--- src/rtl/mul_serial_pkg.sv ---
`default_nettype none
// ============================================================================
// Module      : mul_serial_pkg
// Description : Shared types and default sizes for the bit-serial MAC.
// Revision    : 1.0 - initial release
// ============================================================================
package mul_serial_pkg;

   // FSM states of the serial multiplier
   typedef enum logic [0:0] {
      IDLE = 1'b0,
      RUN  = 1'b1
   } state_t;

   localparam int C_DEF_WIDTH = 8;
   localparam int C_DEF_ACCW  = 24;
   localparam int C_DEF_CNTW  = $clog2(C_DEF_WIDTH);

endpackage : mul_serial_pkg
`default_nettype wire

--- src/rtl/mul_serial_mac_if.sv ---
`default_nettype none
// ============================================================================
// Module      : mul_serial_mac_if
// Description : Operand handshake and result bus of the bit-serial MAC.
// Revision    : 1.0 - initial release
// ============================================================================
interface mul_serial_mac_if
   import mul_serial_pkg::*;
#(
   parameter int WIDTH = C_DEF_WIDTH,
   parameter int ACCW  = C_DEF_ACCW
);
   logic                 i_valid;
   logic                 o_ready;
   logic [WIDTH-1:0]     i_data0;
   logic [WIDTH-1:0]     i_data1;
   logic                 i_signed;
   logic                 i_acc_clr;
   logic                 i_abort;
   logic                 o_valid;
   logic [2*WIDTH-1:0]   o_prod;
   logic [ACCW-1:0]      o_acc;
   logic                 o_ovf;

   // Requester side: offers operands, observes results
   modport master (
      output i_valid, i_data0, i_data1, i_signed, i_acc_clr, i_abort,
      input  o_ready, o_valid, o_prod, o_acc, o_ovf
   );

   // MAC side
   modport slave (
      input  i_valid, i_data0, i_data1, i_signed, i_acc_clr, i_abort,
      output o_ready, o_valid, o_prod, o_acc, o_ovf
   );
endinterface : mul_serial_mac_if
`default_nettype wire

--- src/rtl/mul_serial_pp.sv ---
`default_nettype none
// ============================================================================
// Module      : mul_serial_pp
// Description : Combinational partial-product generator for one multiplier
//               bit: selects, extends, shifts and (signed MSB) negates op1.
// Revision    : 1.0 - initial release
// ============================================================================
module mul_serial_pp
   import mul_serial_pkg::*;
#(
   parameter int WIDTH = C_DEF_WIDTH,
   parameter int CW    = $clog2(WIDTH)
) (
   input  wire logic                        i_op0_bit,
   input  wire logic [WIDTH-1:0]            i_op1,
   input  wire logic [CW-1:0]               i_k,
   input  wire logic                        i_signed,
   output logic signed [2*WIDTH-1:0]        o_pp
);
   logic [2*WIDTH-1:0] w_ext;
   logic [2*WIDTH-1:0] w_sh;

   // Extend op1, gate by the scanned bit, shift into position, negate the MSB term when signed
   always_comb begin
      w_ext = i_signed ? {{WIDTH{i_op1[WIDTH-1]}}, i_op1} : {{WIDTH{1'b0}}, i_op1};
      w_sh  = i_op0_bit ? (w_ext << i_k) : '0;
      if (i_signed && (i_k == CW'(WIDTH-1))) begin
         o_pp = $signed(-w_sh);
      end else begin
         o_pp = $signed(w_sh);
      end
   end
endmodule : mul_serial_pp
`default_nettype wire

--- src/rtl/mul_serial_mac.sv ---
`default_nettype none
// ============================================================================
// Module      : mul_serial_mac
// Description : Bit-serial multiply-accumulate with valid/ready accept,
//               signed/unsigned mode, clear/abort control and sticky overflow.
// Revision    : 1.0 - initial release
// ============================================================================
module mul_serial_mac
   import mul_serial_pkg::*;
#(
   parameter int WIDTH = C_DEF_WIDTH,
   parameter int ACCW  = C_DEF_ACCW
) (
   input  wire logic        clk,
   input  wire logic        rst_n,
   mul_serial_mac_if.slave  bus
);
   localparam int CW = $clog2(WIDTH);
   localparam int PW = 2 * WIDTH;

   state_t                 r_state;
   state_t                 w_state_nxt;
   logic [CW-1:0]          r_cnt;
   logic [WIDTH-1:0]       r_op0;
   logic [WIDTH-1:0]       r_op1;
   logic                   r_sgn;
   logic                   r_clr;
   logic [PW-1:0]          r_prod;
   logic [PW-1:0]          r_oprod;
   logic [ACCW-1:0]        r_acc;
   logic                   r_valid;
   logic                   r_ovf;

   logic                   w_accept;
   logic                   w_last;
   logic signed [PW-1:0]   w_pp;
   logic [PW-1:0]          w_final;
   logic [ACCW-1:0]        w_pext;
   logic [ACCW-1:0]        w_base;
   logic [ACCW:0]          w_sum;
   logic                   w_ovf;

   mul_serial_pp #(
      .WIDTH (WIDTH),
      .CW    (CW)
   ) u_pp (
      .i_op0_bit (r_op0[r_cnt]),
      .i_op1     (r_op1),
      .i_k       (r_cnt),
      .i_signed  (r_sgn),
      .o_pp      (w_pp)
   );

   // State register
   always_ff @(posedge clk or negedge rst_n) begin
      if (!rst_n) begin
         r_state <= IDLE;
      end else begin
         r_state <= w_state_nxt;
      end
   end

   // Next state: abort beats both accept and completion
   always_comb begin
      w_state_nxt = r_state;
      w_accept    = 1'b0;
      w_last      = 1'b0;
      case (r_state)
         IDLE: begin
            if (bus.i_valid && !bus.i_abort) begin
               w_accept    = 1'b1;
               w_state_nxt = RUN;
            end
         end
         RUN: begin
            if (bus.i_abort) begin
               w_state_nxt = IDLE;
            end else if (r_cnt == CW'(WIDTH-1)) begin
               w_last      = 1'b1;
               w_state_nxt = IDLE;
            end
         end
         default: w_state_nxt = IDLE;
      endcase
   end

   // Running product including this cycle's term, and the accumulate that folds it in
   always_comb begin
      w_final = r_prod + $unsigned(w_pp);
      w_base  = r_clr ? '0 : r_acc;
      w_sum   = {1'b0, w_base} + {1'b0, w_pext};
      if (r_sgn) begin
         w_ovf = (w_base[ACCW-1] == w_pext[ACCW-1]) && (w_sum[ACCW-1] != w_base[ACCW-1]);
      end else begin
         w_ovf = w_sum[ACCW];
      end
   end

   generate
      if (ACCW > PW) begin : g_ext_wide
         assign w_pext = r_sgn ? {{(ACCW-PW){w_final[PW-1]}}, w_final}
                               : {{(ACCW-PW){1'b0}}, w_final};
      end else begin : g_ext_equal
         assign w_pext = w_final;
      end
   endgenerate

   // Operand latch at accept, serial product update during RUN, result fold on the last bit
   always_ff @(posedge clk or negedge rst_n) begin
      if (!rst_n) begin
         r_cnt   <= '0;
         r_op0   <= '0;
         r_op1   <= '0;
         r_sgn   <= 1'b0;
         r_clr   <= 1'b0;
         r_prod  <= '0;
         r_oprod <= '0;
         r_acc   <= '0;
         r_valid <= 1'b0;
         r_ovf   <= 1'b0;
      end else begin
         r_valid <= 1'b0;
         if (w_accept) begin
            r_op0  <= bus.i_data0;
            r_op1  <= bus.i_data1;
            r_sgn  <= bus.i_signed;
            r_clr  <= bus.i_acc_clr;
            r_prod <= '0;
            r_cnt  <= '0;
            if (bus.i_acc_clr) begin
               r_ovf <= 1'b0;
            end
         end else if ((r_state == RUN) && !bus.i_abort) begin
            r_prod <= w_final;
            r_cnt  <= r_cnt + CW'(1);
            if (w_last) begin
               r_oprod <= w_final;
               r_acc   <= w_sum[ACCW-1:0];
               r_valid <= 1'b1;
               r_ovf   <= r_ovf | w_ovf;
            end
         end
      end
   end

   assign bus.o_ready = (r_state == IDLE);
   assign bus.o_valid = r_valid;
   assign bus.o_prod  = r_oprod;
   assign bus.o_acc   = r_acc;
   assign bus.o_ovf   = r_ovf;
endmodule : mul_serial_mac
`default_nettype wire

--- src/flat_wrapper.sv ---
// flat-port wrapper written by rule: the top's interface ports become plain ports
module mul_serial_mac_flat import mul_serial_pkg::*;
#(
   parameter int WIDTH = C_DEF_WIDTH,
   parameter int ACCW  = C_DEF_ACCW
)
  (clk, rst_n, bus_i_valid, bus_i_data0, bus_i_data1, bus_i_signed, bus_i_acc_clr, bus_i_abort, bus_o_ready, bus_o_valid, bus_o_prod, bus_o_acc, bus_o_ovf);
  mul_serial_mac_if #(.WIDTH(WIDTH), .ACCW(ACCW)) bus_i ();
  input  wire logic clk;
  input  wire logic rst_n;
  input wire logic [$bits(bus_i.i_valid)-1:0] bus_i_valid;
  input wire logic [$bits(bus_i.i_data0)-1:0] bus_i_data0;
  input wire logic [$bits(bus_i.i_data1)-1:0] bus_i_data1;
  input wire logic [$bits(bus_i.i_signed)-1:0] bus_i_signed;
  input wire logic [$bits(bus_i.i_acc_clr)-1:0] bus_i_acc_clr;
  input wire logic [$bits(bus_i.i_abort)-1:0] bus_i_abort;
  output wire logic [$bits(bus_i.o_ready)-1:0] bus_o_ready;
  output wire logic [$bits(bus_i.o_valid)-1:0] bus_o_valid;
  output wire logic [$bits(bus_i.o_prod)-1:0] bus_o_prod;
  output wire logic [$bits(bus_i.o_acc)-1:0] bus_o_acc;
  output wire logic [$bits(bus_i.o_ovf)-1:0] bus_o_ovf;
  assign bus_i.i_valid = bus_i_valid;
  assign bus_i.i_data0 = bus_i_data0;
  assign bus_i.i_data1 = bus_i_data1;
  assign bus_i.i_signed = bus_i_signed;
  assign bus_i.i_acc_clr = bus_i_acc_clr;
  assign bus_i.i_abort = bus_i_abort;
  assign bus_o_ready = bus_i.o_ready;
  assign bus_o_valid = bus_i.o_valid;
  assign bus_o_prod = bus_i.o_prod;
  assign bus_o_acc = bus_i.o_acc;
  assign bus_o_ovf = bus_i.o_ovf;
  mul_serial_mac #(.WIDTH(WIDTH), .ACCW(ACCW)) u_core (.clk(clk), .rst_n(rst_n), .bus(bus_i));
endmodule
--- config.mk ---
export PLATFORM = sky130hd
export DESIGN_NAME = mul_serial_mac_flat
export DESIGN_NICKNAME = d
export VERILOG_FILES = /design/src/rtl/mul_serial_pkg.sv /design/src/rtl/mul_serial_mac_if.sv /design/src/rtl/mul_serial_pp.sv /design/src/rtl/mul_serial_mac.sv /design/src/flat_wrapper.sv
export SDC_FILE = /design/constraint.sdc
export NUM_CORES = 1
export LEC_CHECK = 0
export BUFFER_PORTS_ARGS = -buffer_cell sky130_fd_sc_hd__buf_2
export CAP_MARGIN = 25
export CORE_AREA = 5 5 106 108
export DETAILED_ROUTE_END_ITERATION = 16
export DIE_AREA = 0 0 111 113
export PLACE_DENSITY = 0.8
export SETUP_SLACK_MARGIN = 0.5
export SLEW_MARGIN = 10
export SYNTH_ARGS = -nofsm -noshare
export SYNTH_HDL_FRONTEND = slang
export SYNTH_HIERARCHICAL = 1
export SYNTH_SLANG_ARGS = --single-unit
--- constraint.sdc ---
create_clock -name clk -period 7.4 [get_ports clk]
set_input_delay 1.11 -clock clk [delete_from_list [all_inputs] [get_ports clk]]
set_output_delay 1.11 -clock clk [all_outputs]
set_load 0.005 [all_outputs]
==> flow_results.org <==
** Timing
- Fin. max-slew vios :: 0
- Highest attainable clock frequency :: between 150 and 200 MHz
- Hold is met by between 0.4 and 0.5 ns.
- On the final layout, the worst clock skew is around 0.0042 ns.
- Worst Slack Setup Final :: ~0.77 ns
- Final setup fails :: 0
- The routed design could run at a clock period as short as between 6 and 7 ns.
- Slew @ Worst Pin :: 0.893 ns
- In the finished design, the share of the clock period the worst path needs comes to 0.895.
- Sum of negative setup slack :: 0 ns
- Setup repair after global routing missed its margin :: no
- The total count of hold-check failures in the final report is 0.
- Headroom to the max-slew limit :: 0.405

** Synthesis
- Mapped Avg Cell Area :: slightly above 9 µm²
- Warnings from Yosys :: 6
- After synthesis the netlist holds a flip-flop and latch count of 80.
- Cell type contributing the most total cell area after synthesis :: sky130_fd_sc_hd__dfrtp_1
- For this run, the leading register cell type out of synthesis is sky130_fd_sc_hd__dfrtp_1.
- Nets in the synthesized netlist :: a little over 700
- Number of instances in the synthesized netlist :: between 600 and 700
- Area share of the largest cell type after synthesis :: 0.338
- Top cells by count, synth :: 99 x sky130_fd_sc_hd__nand2_1, 80 x sky130_fd_sc_hd__dfrtp_1, 42 x sky130_fd_sc_hd__a21oi_1
- Summing every instance area after synthesis gives approximately 6000 µm².
- Most frequent cell after synthesis :: sky130_fd_sc_hd__nand2_1
- Top cells by area in the synthesized netlist :: sky130_fd_sc_hd__dfrtp_1 34%, sky130_fd_sc_hd__ha_1 8.3%, sky130_fd_sc_hd__nand2_1 6.3%
- In this run, synthesis inferred 0 flip-flops with an integrated enable.
- Number of library cell types mapped by synthesis :: 75
- Share of flip-flops with an asynchronous set or reset after synthesis :: 1.00
- For this run, the register share of the synthesized area comes to 0.338.

** Place
- In this run the cell area measured after placement is 6380 µm².
- Timing analysis after detailed placement gives a worst setup slack of 0.574 ns.
- Routability cong. :: 0.932
- After legalization and detailed placement, the total HPWL measured between 10,000 and 15,000 µm.
- Number of buffer cells added on primary ports :: 64

** Clocking
- H-tree depth :: 3
- TritonCTS built the clock tree.
- CTS placed an instance of sky130_fd_sc_hd__clkbuf_8 at the clock tree root.
- Clock buffer depth :: 2
- Clock edge transition at the registers on the reported setup and hold paths :: roughly 0.080 ns
- Clk Latency, worst-skew pair :: approximately 0.37 ns
- Hold-fix buffers, CTS :: 0
- Sinks on Clock Net :: 80
- Number of clock buffers inserted by TritonCTS :: 9

** Routing
- For this block, the initial DRC count from the detailed router was roughly 350.
- The pre-antenna-repair detailed-routing pass consisted of 5 iterations.
- Post-detailed-route via-to-cell ratio :: between 6 and 7
- Via total after detailed routing :: around 5,200
- After detailed routing, the average wire length per cell comes to 17.1 µm.
- Post-route DRC violation count :: 0
- The detail route stage leaves a number of antenna-violating nets equal to 0.
- After detailed routing, the total wire length is 14,500 µm.

** Layout
- Of the cells placed in the final design, the portion with a size suffix greater than 1 is 0.232.
- Antenna cells :: 0
- The final layout contains about 770 nets.
- After routing the design area is 6680 µm².
- Signed area change from the synthesized netlist to the final layout :: 12.9%
- Fill cell instance count of the final layout :: around 840

** Setup path
- Of all nets on the critical path, the largest fanout is 6.
- For the worst setup path, the data required time is between 7 and 8 ns.
- Data arrival at the endpoint of the critical path :: 6.94 ns
- Worst r2r src :: u_core/r_cnt[0]$_DFFE_PN0P_
- Endpoint type of the worst setup path :: flop
- CP Launch Point :: u_core/r_cnt[0]$_DFFE_PN0P_
- The cell that appears most often on the critical path is sky130_fd_sc_hd__o21a_1.
- Largest incremental delay on the critical path :: slightly above 0.5 ns
- CP Launch Type :: flop
- WS Path Type :: flop to flop
- Cell type of the slowest stage on the worst timing path :: sky130_fd_sc_hd__mux4_2

** Floorplan
- The region available for standard cell placement spans ~10,000 µm².
- The floorplan step set the die width to about 110 µm.
- Starting density of the core :: 0.583
- Number of I/O pins :: 65
- The die is between 100 and 150 µm tall.
- The floorplan has 37 rows.
- The die covers 12,500 µm².

** Run status
- The run finished with clean final reports.

** Power and ir drop
- Power spread over the standard cell area amounts to approximately 260 nW/µm².
- Summed over all cells, the static leakage comes to roughly 3.3 nW.
- Total power after layout :: ~1.7 mW
- IR analysis of the VDD net gives a maximum drop of about 0.00013 V.

** GRT
- The initial antenna violation count is 0.
- Total routing resource utilization after global routing :: 0.241
- Entering global routing, the biggest net connects 81 pins.
- The first global-routing pass estimated about 25,000 µm of wire.
- The number of global-route vias before repair came to 5,226.
- Global routing finished with a remaining overflow of 0.

** Min path
- Kind of path behind the tightest hold check :: flop to flop
- Source of the worst hold timing path :: u_core/bus.o_prod[5]$_DFFE_PN0P_

** Flow run
- Max-cap violations in this run came to 0.
==> path summary, 6_finish.rpt <==
kind	endpoint	slack [ns]	cells past startpoint
worst min register to register	u_core/bus.o_prod[5]$_DFFE_PN0P_	0.47	2
worst max-delay path	u_core/bus.o_ovf$_DFFE_PN0P_	0.77	30
worst min-delay path	u_core/bus.o_prod[5]$_DFFE_PN0P_	0.47	2
max in group asynchronous	u_core/r_prod[13]$_DFFE_PN0P_	6.13	2
worst max register to register	u_core/bus.o_ovf$_DFFE_PN0P_	0.77	30
min in group asynchronous	u_core/r_op1[2]$_DFFE_PN0P_	0.68	1
==> layout by cell type (no fill, tap or decap), types with 10 or more instances in the layout <==
master,count
sky130_fd_sc_hd__xor2_1,16
sky130_fd_sc_hd__a22o_1,14
sky130_fd_sc_hd__xnor2_1,18
sky130_fd_sc_hd__nor2b_1,27
sky130_fd_sc_hd__dfrtp_1,80
sky130_fd_sc_hd__ha_1,38
sky130_fd_sc_hd__mux2_2,25
sky130_fd_sc_hd__nor2_1,35
sky130_fd_sc_hd__nand2_1,98
sky130_fd_sc_hd__mux2i_1,10
sky130_fd_sc_hd__inv_1,19
sky130_fd_sc_hd__buf_2,63
sky130_fd_sc_hd__o21ai_0,37
sky130_fd_sc_hd__a21oi_1,41
sky130_fd_sc_hd__clkbuf_8,10
sky130_fd_sc_hd__buf_4,15
==> logic make-up after synthesis <==
kind of cell | after synthesis | synth area share
DFF | 80 | 0.338
and+or+nand+nor | 207 | 0.168
AOI/OAI and AO/OA | 187 | 0.223
xor gates and xnor gates | 34 | 0.0503
adders and majority gates | 44 | 0.0948
muxes | 43 | 0.0931
buffers and inverters | 48 | 0.0324
==> report_power, final <==
group	internal [mW]	switching, mW	total [mW]
clock network	0.130	0.165	0.295
logic	0.353	0.525	0.878
registers	0.493	0.0508	0.544
==> layout make-up <==
cell class              instances  area (µm²)  area share
repair buffers                 79         455      0.0682
clock inverters                 5        31.3     0.00468
clock buffers                  11         141      0.0212
inverters                      24        93.8      0.0141
flip-flops and latches         80        2000       0.300
multi-input cells             515        3780       0.567
well taps                     136         170      0.0255
==> state kept, by name (all words and copies together), names as in the netlist <==
name,count
u_core/r_state,1
u_core/r_op0,8
u_core/bus.o_valid,1
u_core/r_op1,8
u_core/r_prod,16
u_core/r_sgn,1
u_core/bus.o_acc,24
u_core/bus.o_prod,16
u_core/bus.o_ovf,1
u_core/r_cnt,3
u_core/r_clr,1
==> critical path: cells and delay by family (launching register included) <==
kind / cells / cell delay (ns)
adder cells (fa/ha/maj): 4 / 1.20
multiplexers: 2 / 0.80
AND/OR/NAND/NOR: 8 / 1.49
AO/OA/AOI/OAI: 16 / 2.65
flip-flops: 1 / 0.41
==> repair_timing <==
item                                    in CTS  in global routing
hold endpoints to repair                     0                  0
buffers inserted                             0                  6
resized for setup                            0                 15
endpoints found under the setup margin       0                  6
==> through the flow <==
step / util / cells
2_1_floorplan: - / 643
3_3_place_gp: 0.629 / 827
3_5_place_dp: 0.629 / 827
4_1_cts: 0.646 / 843
5_1_grt: 0.659 / 850
6_report: 0.659 / 850
==> routing by layer <==
layer,vias to the layer above,routed length (µm),global-route usage
met5,-,0,0
met4,0,269,0.0911
met3,28,798,0.0508
met2,174,6960,0.409
met1,2493,6500,0.303
li1,2461,-,-
Note: power is estimated with default switching activity, not from simulation.
